--- src/rtl/sd_read_sequencer.sv ---
// Session sequencer between the UART command receiver and the SD file reader.
// Handles reader reset/retry, end-of-file idle detection and a FWFT byte FIFO toward UART TX.
module sd_read_sequencer #(
    parameter int RST_CYCLES   = 16,
    parameter int INIT_TIMEOUT = 54000000,
    parameter int IDLE_GAP     = 2700000,
    parameter int MAX_RETRY    = 3,
    parameter int FIFO_AW      = 6
) (
    input  logic        clk,
    input  logic        rstn,
    input  logic        cmd_valid,
    input  logic [7:0]  cmd_data,
    output logic        reader_rstn,
    input  logic        rd_file_found,
    input  logic        rd_outen,
    input  logic [7:0]  rd_outbyte,
    output logic        o_tvalid,
    output logic [7:0]  o_tdata,
    input  logic        o_tready,
    output logic        busy,
    output logic [2:0]  state_code,
    output logic [3:0]  retry_cnt,
    output logic [31:0] byte_cnt,
    output logic        overflow
);
    typedef enum logic [2:0] {
        S_IDLE = 3'd0, S_RST = 3'd1, S_WAIT = 3'd2,
        S_STREAM = 3'd3, S_DONE = 3'd4, S_FAIL = 3'd5
    } state_t;

    state_t             state, state_nxt;
    logic [31:0]        timer;
    logic [FIFO_AW:0]   wptr, rptr;
    logic [7:0]         mem [2**FIFO_AW];
    logic               cmd_r, cmd_a, flush, push, pop, do_push, full, empty;
    logic               rst_done, init_to, gap_done;

    assign cmd_r    = cmd_valid && (cmd_data == 8'h72);
    assign cmd_a    = cmd_valid && (cmd_data == 8'h61);
    assign flush    = cmd_r || cmd_a;
    // Flush wins over a same-cycle reader byte: it is neither stored nor counted.
    assign push     = rd_outen && !flush && (state == S_WAIT || state == S_STREAM);
    assign empty    = (wptr == rptr);
    assign full     = (wptr[FIFO_AW] != rptr[FIFO_AW]) &&
                      (wptr[FIFO_AW-1:0] == rptr[FIFO_AW-1:0]);
    assign pop      = !empty && o_tready;
    assign do_push  = push && (!full || pop);

    assign rst_done = (timer == 32'(RST_CYCLES - 1));
    assign init_to  = (timer == 32'(INIT_TIMEOUT - 1));
    assign gap_done = (byte_cnt != 32'd0) && !rd_outen && (timer == 32'(IDLE_GAP - 1));

    always_ff @(posedge clk) begin
        if (!rstn) state <= S_IDLE;
        else       state <= state_nxt;
    end

    always_comb begin
        state_nxt = state;
        if (cmd_r)
            state_nxt = S_RST;
        else if (cmd_a)
            state_nxt = S_IDLE;
        else begin
            case (state)
                S_RST:    if (rst_done) state_nxt = S_WAIT;
                S_WAIT:   if (rd_file_found) state_nxt = S_STREAM;
                          else if (init_to)
                              state_nxt = (retry_cnt < 4'(MAX_RETRY)) ? S_RST : S_FAIL;
                S_STREAM: if (gap_done) state_nxt = S_DONE;
                default:  state_nxt = state;
            endcase
        end
    end

    always_comb begin
        reader_rstn = 1'b0;
        busy        = 1'b0;
        case (state)
            S_RST:            busy = 1'b1;
            S_WAIT, S_STREAM: begin reader_rstn = 1'b1; busy = 1'b1; end
            default: ;
        endcase
    end

    assign state_code = state;
    assign o_tvalid   = !empty;
    assign o_tdata    = mem[rptr[FIFO_AW-1:0]];

    always_ff @(posedge clk) begin
        if (!rstn) begin
            timer     <= 32'd0;
            retry_cnt <= 4'd0;
            byte_cnt  <= 32'd0;
            overflow  <= 1'b0;
            wptr      <= '0;
            rptr      <= '0;
        end else begin
            // One timer serves RST length, init timeout and the end-of-file gap.
            if (cmd_r || state_nxt != state)
                timer <= 32'd0;
            else begin
                case (state)
                    S_RST, S_WAIT: timer <= timer + 32'd1;
                    S_STREAM:      if (rd_outen) timer <= 32'd0;
                                   else if (byte_cnt != 32'd0) timer <= timer + 32'd1;
                    default:       timer <= 32'd0;
                endcase
            end

            if (cmd_r) begin
                retry_cnt <= 4'd0;
                byte_cnt  <= 32'd0;
                overflow  <= 1'b0;
            end else begin
                if (state == S_WAIT && state_nxt == S_RST) retry_cnt <= retry_cnt + 4'd1;
                if (push) begin
                    if (byte_cnt != '1) byte_cnt <= byte_cnt + 32'd1;
                    if (full && !pop)   overflow <= 1'b1;
                end
            end

            if (flush) begin
                wptr <= '0;
                rptr <= '0;
            end else begin
                if (do_push) wptr <= wptr + 1'b1;
                if (pop)     rptr <= rptr + 1'b1;
            end
        end
    end

    // A push into a full FIFO alongside a pop overwrites the slot being read out this cycle.
    always_ff @(posedge clk) begin
        if (do_push) mem[wptr[FIFO_AW-1:0]] <= rd_outbyte;
    end
endmodule

--- config.mk ---
export PLATFORM = sky130hd
export DESIGN_NAME = sd_read_sequencer
export DESIGN_NICKNAME = d
export VERILOG_FILES = /design/src/rtl/sd_read_sequencer.sv
export SDC_FILE = /design/constraint.sdc
export NUM_CORES = 1
export LEC_CHECK = 0
export BUFFER_PORTS_ARGS = -buffer_cell sky130_fd_sc_hd__buf_2
export CELL_PAD_IN_SITES_DETAIL_PLACEMENT = 0
export CELL_PAD_IN_SITES_GLOBAL_PLACEMENT = 2
export CORE_MARGIN = 2
export CORE_UTILIZATION = 50
export CTS_BUF_LIST = sky130_fd_sc_hd__clkbuf_4 sky130_fd_sc_hd__clkbuf_8 sky130_fd_sc_hd__clkbuf_16
export CTS_CLUSTER_DIAMETER = 50
export DETAILED_ROUTE_END_ITERATION = 16
export PLACE_DENSITY = 0.95
export SYNTH_ARGS = -nofsm -noshare
export SYNTH_HDL_FRONTEND = slang
export SYNTH_SLANG_ARGS = --single-unit
export TNS_END_PERCENT = 50
--- constraint.sdc ---
create_clock -name clk -period 3.6 [get_ports clk]
set_input_delay 0.36 -clock clk [delete_from_list [all_inputs] [get_ports clk]]
set_output_delay 0.36 -clock clk [all_outputs]
set_load 0.005 [all_outputs]
=== After elaboration in Yosys (flattened, before gate mapping) ===
Memories as Yosys holds them, arrays and structs flattened. A register that Yosys moved wholly into a read port is not among the register bits.
Index checks and enable logic that the tools add are counted.

* Flip-flop bits (word level): 86
* Memory bits (writable): 512
* Input port bits: 22
* Logic and storage cells: 76
* Memories: 1

{| class="wikitable"
|+ Memory list
! memory !! words !! width !! rd ports !! clocked after Yosys merged registers in !! write ports !! RTL line !! text
|-
| mem || 64 || 8 || 1 || 1 || 1 || 35 || <nowiki>logic [7:0] mem [2**FIFO_AW];</nowiki>
|}

* Add/subtract/negate cells: 5
* $lt $le $gt $ge: 1
* Equal/unequal tests: 15
* Multiplexer cells: 17
* Bitwise operators: 1
* Reductions and logical operators: 29

{| class="wikitable"
|+ Operators with widths
! kind !! count
|-
| $add A32 B1 Y32 const B || 2
|-
| $mux W32 || 2
|-
| $pmux W32 S2 || 1
|-
| $eq A32 B22 Y1 const B || 1
|-
| $eq A32 B26 Y1 const B || 1
|-
| $eq A32 B4 Y1 const B || 1
|-
| $ne A32 B32 Y1 const B || 1
|-
| $reduce_bool A32 Y1 || 1
|-
| $mux W3 || 7
|-
| $eq A8 B7 Y1 const B || 2
|-
| $add A7 B1 Y7 const B || 2
|-
| $mux W6 || 2
|-
| $logic_and A1 B1 Y1 || 11
|-
| $reduce_or A2 Y1 || 5
|-
| $pmux W3 S3 || 1
|-
| $eq A7 B7 Y1 || 1
|-
| $eq A3 B1 Y1 const B || 2
|-
| $eq A3 B2 Y1 const B || 2
|-
| $eq A6 B6 Y1 || 1
|-
| $logic_not A1 Y1 || 5
|-
| $add A4 B1 Y4 const B || 1
|-
| $logic_or A1 B1 Y1 || 4
|-
| $lt A4 B2 Y1 const B || 1
|-
| $mux W1 || 4
|-
| other kinds (6) || 7
|}

=== Longest topological paths before layout ===
* Depth after elaboration: 10
* Mapped depth: 10
* Mapped depth without buffers: 9

=== Least setup slack after synthesis ===
OpenSTA, ideal clock, no wires.

* Kind: reg2out
* Start point: reg with a tool-made name
* End point: out o_tdata[0]
* Arrival: 2.256 ns
* Setup slack: 0.984 ns
* Stages on the path, launching flop included: 6
* Path buffers: 2
* Path through: dfxtp_1 clkbuf_1 clkbuf_1 mux4_2 mux4_2 mux4_2

{| class="wikitable"
|+ RTL lines
! what !! RTL line !! text
|-
| end: declaration || 19 || <nowiki>output logic [7:0] o_tdata,</nowiki>
|}

==> results.yml <==
critical_path:
  critPathKind: "register to output port"
  r2r_end: "mem[58][2]$_DFFE_PP_"
  cpMostUsedCell: "mux4_2"
  r2r_slack_ps: 290
  cp_cell_sequence: "buf_4, mux4_2, mux4_2, mux4_2, buf_2"
  max_stage_delay_ps: 610
  cpMaxStageDelayCell: "dfxtp_4"
  cp_data_arrival_time_ps: 3190
  critPathCaptureType: "output port"
  ff2ff_path_depth: 7
  cp-start-kind: "register"
  r2r-start: "state_code[1]$_SDFF_PN0_"
  cp.required_ps: 3240
  path_max_fanout: 16
logic_synthesis:
  synth_enable_flop_cells: 512
  syn_avg_cell_area_sq_um: 17.65
  synthMuxAreaShare: 0.1555
  ys.flop_type: "edfxtp_1"
  synth_top_family_by_area: "multiplexers"
  syn-cell-area_sq_um: 24460
  synth_seq_cells: 604
  ys_seq_area_frac: 0.7038
  synth-xor-area-share: 0.02685
  synth_compound_area_frac: 0.01391
  yosys.area_share.simple: 0.08234
  yosysWarnings: 0
  synth_cells: 1386
  ys_types: 67
  async_reset_ff_frac: 0
  syn_nets: 1414
  synth_fa_ha_area_frac: 0.003069
layout:
  fin_util: 0.5771
  drive_gt1_frac: 0.2795
  antenna_cells: 0
  area_growth_pct: 14.77
  fin_nets: 1545
floorplan:
  die_x_microns: 225.2
  ioPinCount: 73
  start_util: 0.5029
  num_rows: 81
  die_y_microns: 225.2
  die_area_sq_um: 50710
  fp.coreArea_sq_um: 48650
sta:
  setup_viol: 0
  fmax_mhz: 281.8
  rsz0062_at_grt: "no"
  finalHoldViolCount: 0
  min_period_over_period: 0.9857
  min_period_ps: 3548
  slew_violations: 0
  maxSlewHeadroom: 0.1505
  fin_setup_tns_ps: 0
  clock_skew_ps: 48.17
  tightest_slew_ps: 1274
  whs_ps: 120.2
detailed_routing:
  totalWireLength_microns: 56560
  dr_wl_met3_microns: 5216
  wl_met1_microns: 22040
  vias_per_cell: 6.139
  drtIter0Drc: 1417
  drtAntennaViolNets: 0
  first_pass_iters: 7
  met2_length_microns: 27790
  drc: 0
  highest_layer: "met5"
  num_vias: 13440
  routedWlPerCell_microns: 25.84
cts:
  cts-buffers-inserted: 60
  clk_pin_slew_ps: 60
  clk_latency_ps: 650
  clock_sinks: 604
  cts_buffer_depth: 3
  cts_tree: "built"
  cts-htree-levels: 2
  cts-root-buf: "clkbuf_16"
global_route:
  grt_pass1_vias: 13300
  grt.overflow.total: 0
  grt_pass1_wl_microns: 84660
  antenna_found_initial: 3
  grt_max_degree: 65
  grt_usage: 0.2282
run_status:
  status: "finished clean"
hold_path:
  hold_end: "state_code[0]$_SDFF_PN0_"
  min_path_cells: 3
  hold_class: "input port to register"
  holdCritStartpoint: "cmd_data[1]"
pwr:
  powerDensity_nw_per_um2: 500.9
  ir_drop_uv: 358.8
  p_leak_nw: 9.000
placed_design:
  place.gp.congestion: 0.8499
  port_buffers: 72
  dpl.hpwl_microns: 33660
flow_run:
  drv_cap: 0
==> sequential cells by signal, summed over array words and instances (netlist names), named ones only <==
name,flops
byte_cnt,32
wptr,7
mem,512
overflow,1
rptr,7
retry_cnt,4
state_code,3
timer,32
==> layout make-up <==
class / instances / area, sq um
fillers: 3532 / 20570
flip-flops and latches: 604 / 17230
multi-input cells: 700 / 6899
well taps: 622 / 778.2
clock inverters: 39 / 427.9
clock buffers: 73 / 1617
inverters: 17 / 63.81
repair buffers: 134 / 1065
==> critical path: cells and delay by family, from the launching register on <==
| kind | cells | cell delay, ps |
|---|---|---|
| buffers and inverters | 2 | 500 |
| flip-flops | 1 | 610 |
| multiplexers | 3 | 1440 |
==> cells in the mapped netlist, types with 16 or more instances <==
library cell	number	share of area
inv_1	16	0.0025
nand2_1	74	0.011
mux4_2	168	0.15
xor2_1	51	0.018
nand3_1	26	0.0053
nor2_1	165	0.025
nand4_1	24	0.0061
xnor2_1	24	0.0086
nor3_1	26	0.0053
dfxtp_1	92	0.075
buf_2	18	0.0037
edfxtp_1	512	0.63
clkbuf_1	34	0.0052
nor4_1	16	0.0041
==> worst max-delay path by stage <==
| stage | from | end | slack [ps] | depth (start not counted) |
|---|---|---|---|---|
| floorplan | register | o_tdata[0] | 980 | 5 |
| global placement | cmd_data[0] | mem[57][0]$_DFFE_PP_ | 270 | 8 |
| detailed placement | cmd_data[0] | mem[58][0]$_DFFE_PP_ | 210 | 8 |
| CTS | register | o_tdata[1] | 3 | 6 |
| global route | register | o_tdata[6] | 5 | 5 |
| finish | register | o_tdata[6] | 50 | 5 |
==> where the power goes <==
part	leakage (nW)	total (mW)	switching [mW]	internal, mW
Clock	1.00	6.35	2.74	3.61
Sequential	5.34	7.57	0.0000546	7.57
Combinational	2.66	0.143	0.125	0.0178
Total	9.00	14.1	2.86	11.2
==> what timing repair did <==
item,4_1_cts,5_1_grt
hold buffers,1,0
resized for setup,3,5
setup buffers,6,0
cloned,3,1
endpoints found under the setup margin,8,8
endpoints found under the hold margin,1,0
==> cell families after synthesis <==
logic type,Yosys count
AND/OR/NAND/NOR,405
buffers and inverters,82
AO/OA/AOI/OAI,44
flip-flops,604
multiplexers,170
adder cells (fa/ha/maj),6
XOR/XNOR,75
==> per-stage QoR <==
step / cell area (sq um) / std cells / worst slack (ps) / power [mW]
2_1_floorplan: 24460 / 1386 / 984.1 / 7.744
3_3_place_gp: 25820 / 2067 / 270.5 / 7.856
3_5_place_dp: 25820 / 2067 / 207.4 / 7.865
4_1_cts: 28080 / 2189 / 3.358 / 14.15
5_1_grt: 28080 / 2189 / 5.251 / 14.43
6_report: 28080 / 2189 / 51.55 / 14.06
==> metal layers <==
metal | vias up | GRT usage
li1 | 5768 | -
met1 | 6887 | 0.3059
met2 | 679 | 0.3724
met3 | 98 | 0.05593
met4 | 6 | 0.06986
met5 | - | 0
==> layout by cell type, fill, tap and decap left out, types with 10 or more instances in the layout <==
cell type,synthesis,final
nor2_1,165,165
nor4_1,16,16
buf_2,18,72
mux4_2,168,168
or3_1,10,10
xnor2_1,24,24
edfxtp_1,512,512
and3_1,15,15
a21oi_1,13,13
nor3_1,26,25
clkbuf_4,0,12
xor2_1,51,51
nand3_1,26,26
nand4_1,24,24
clkbuf_16,0,62
inv_1,16,16
dfxtp_1,92,89
nand2_1,74,74
buf_4,3,46
No activity file was read; power rests on OpenSTA's default activity.
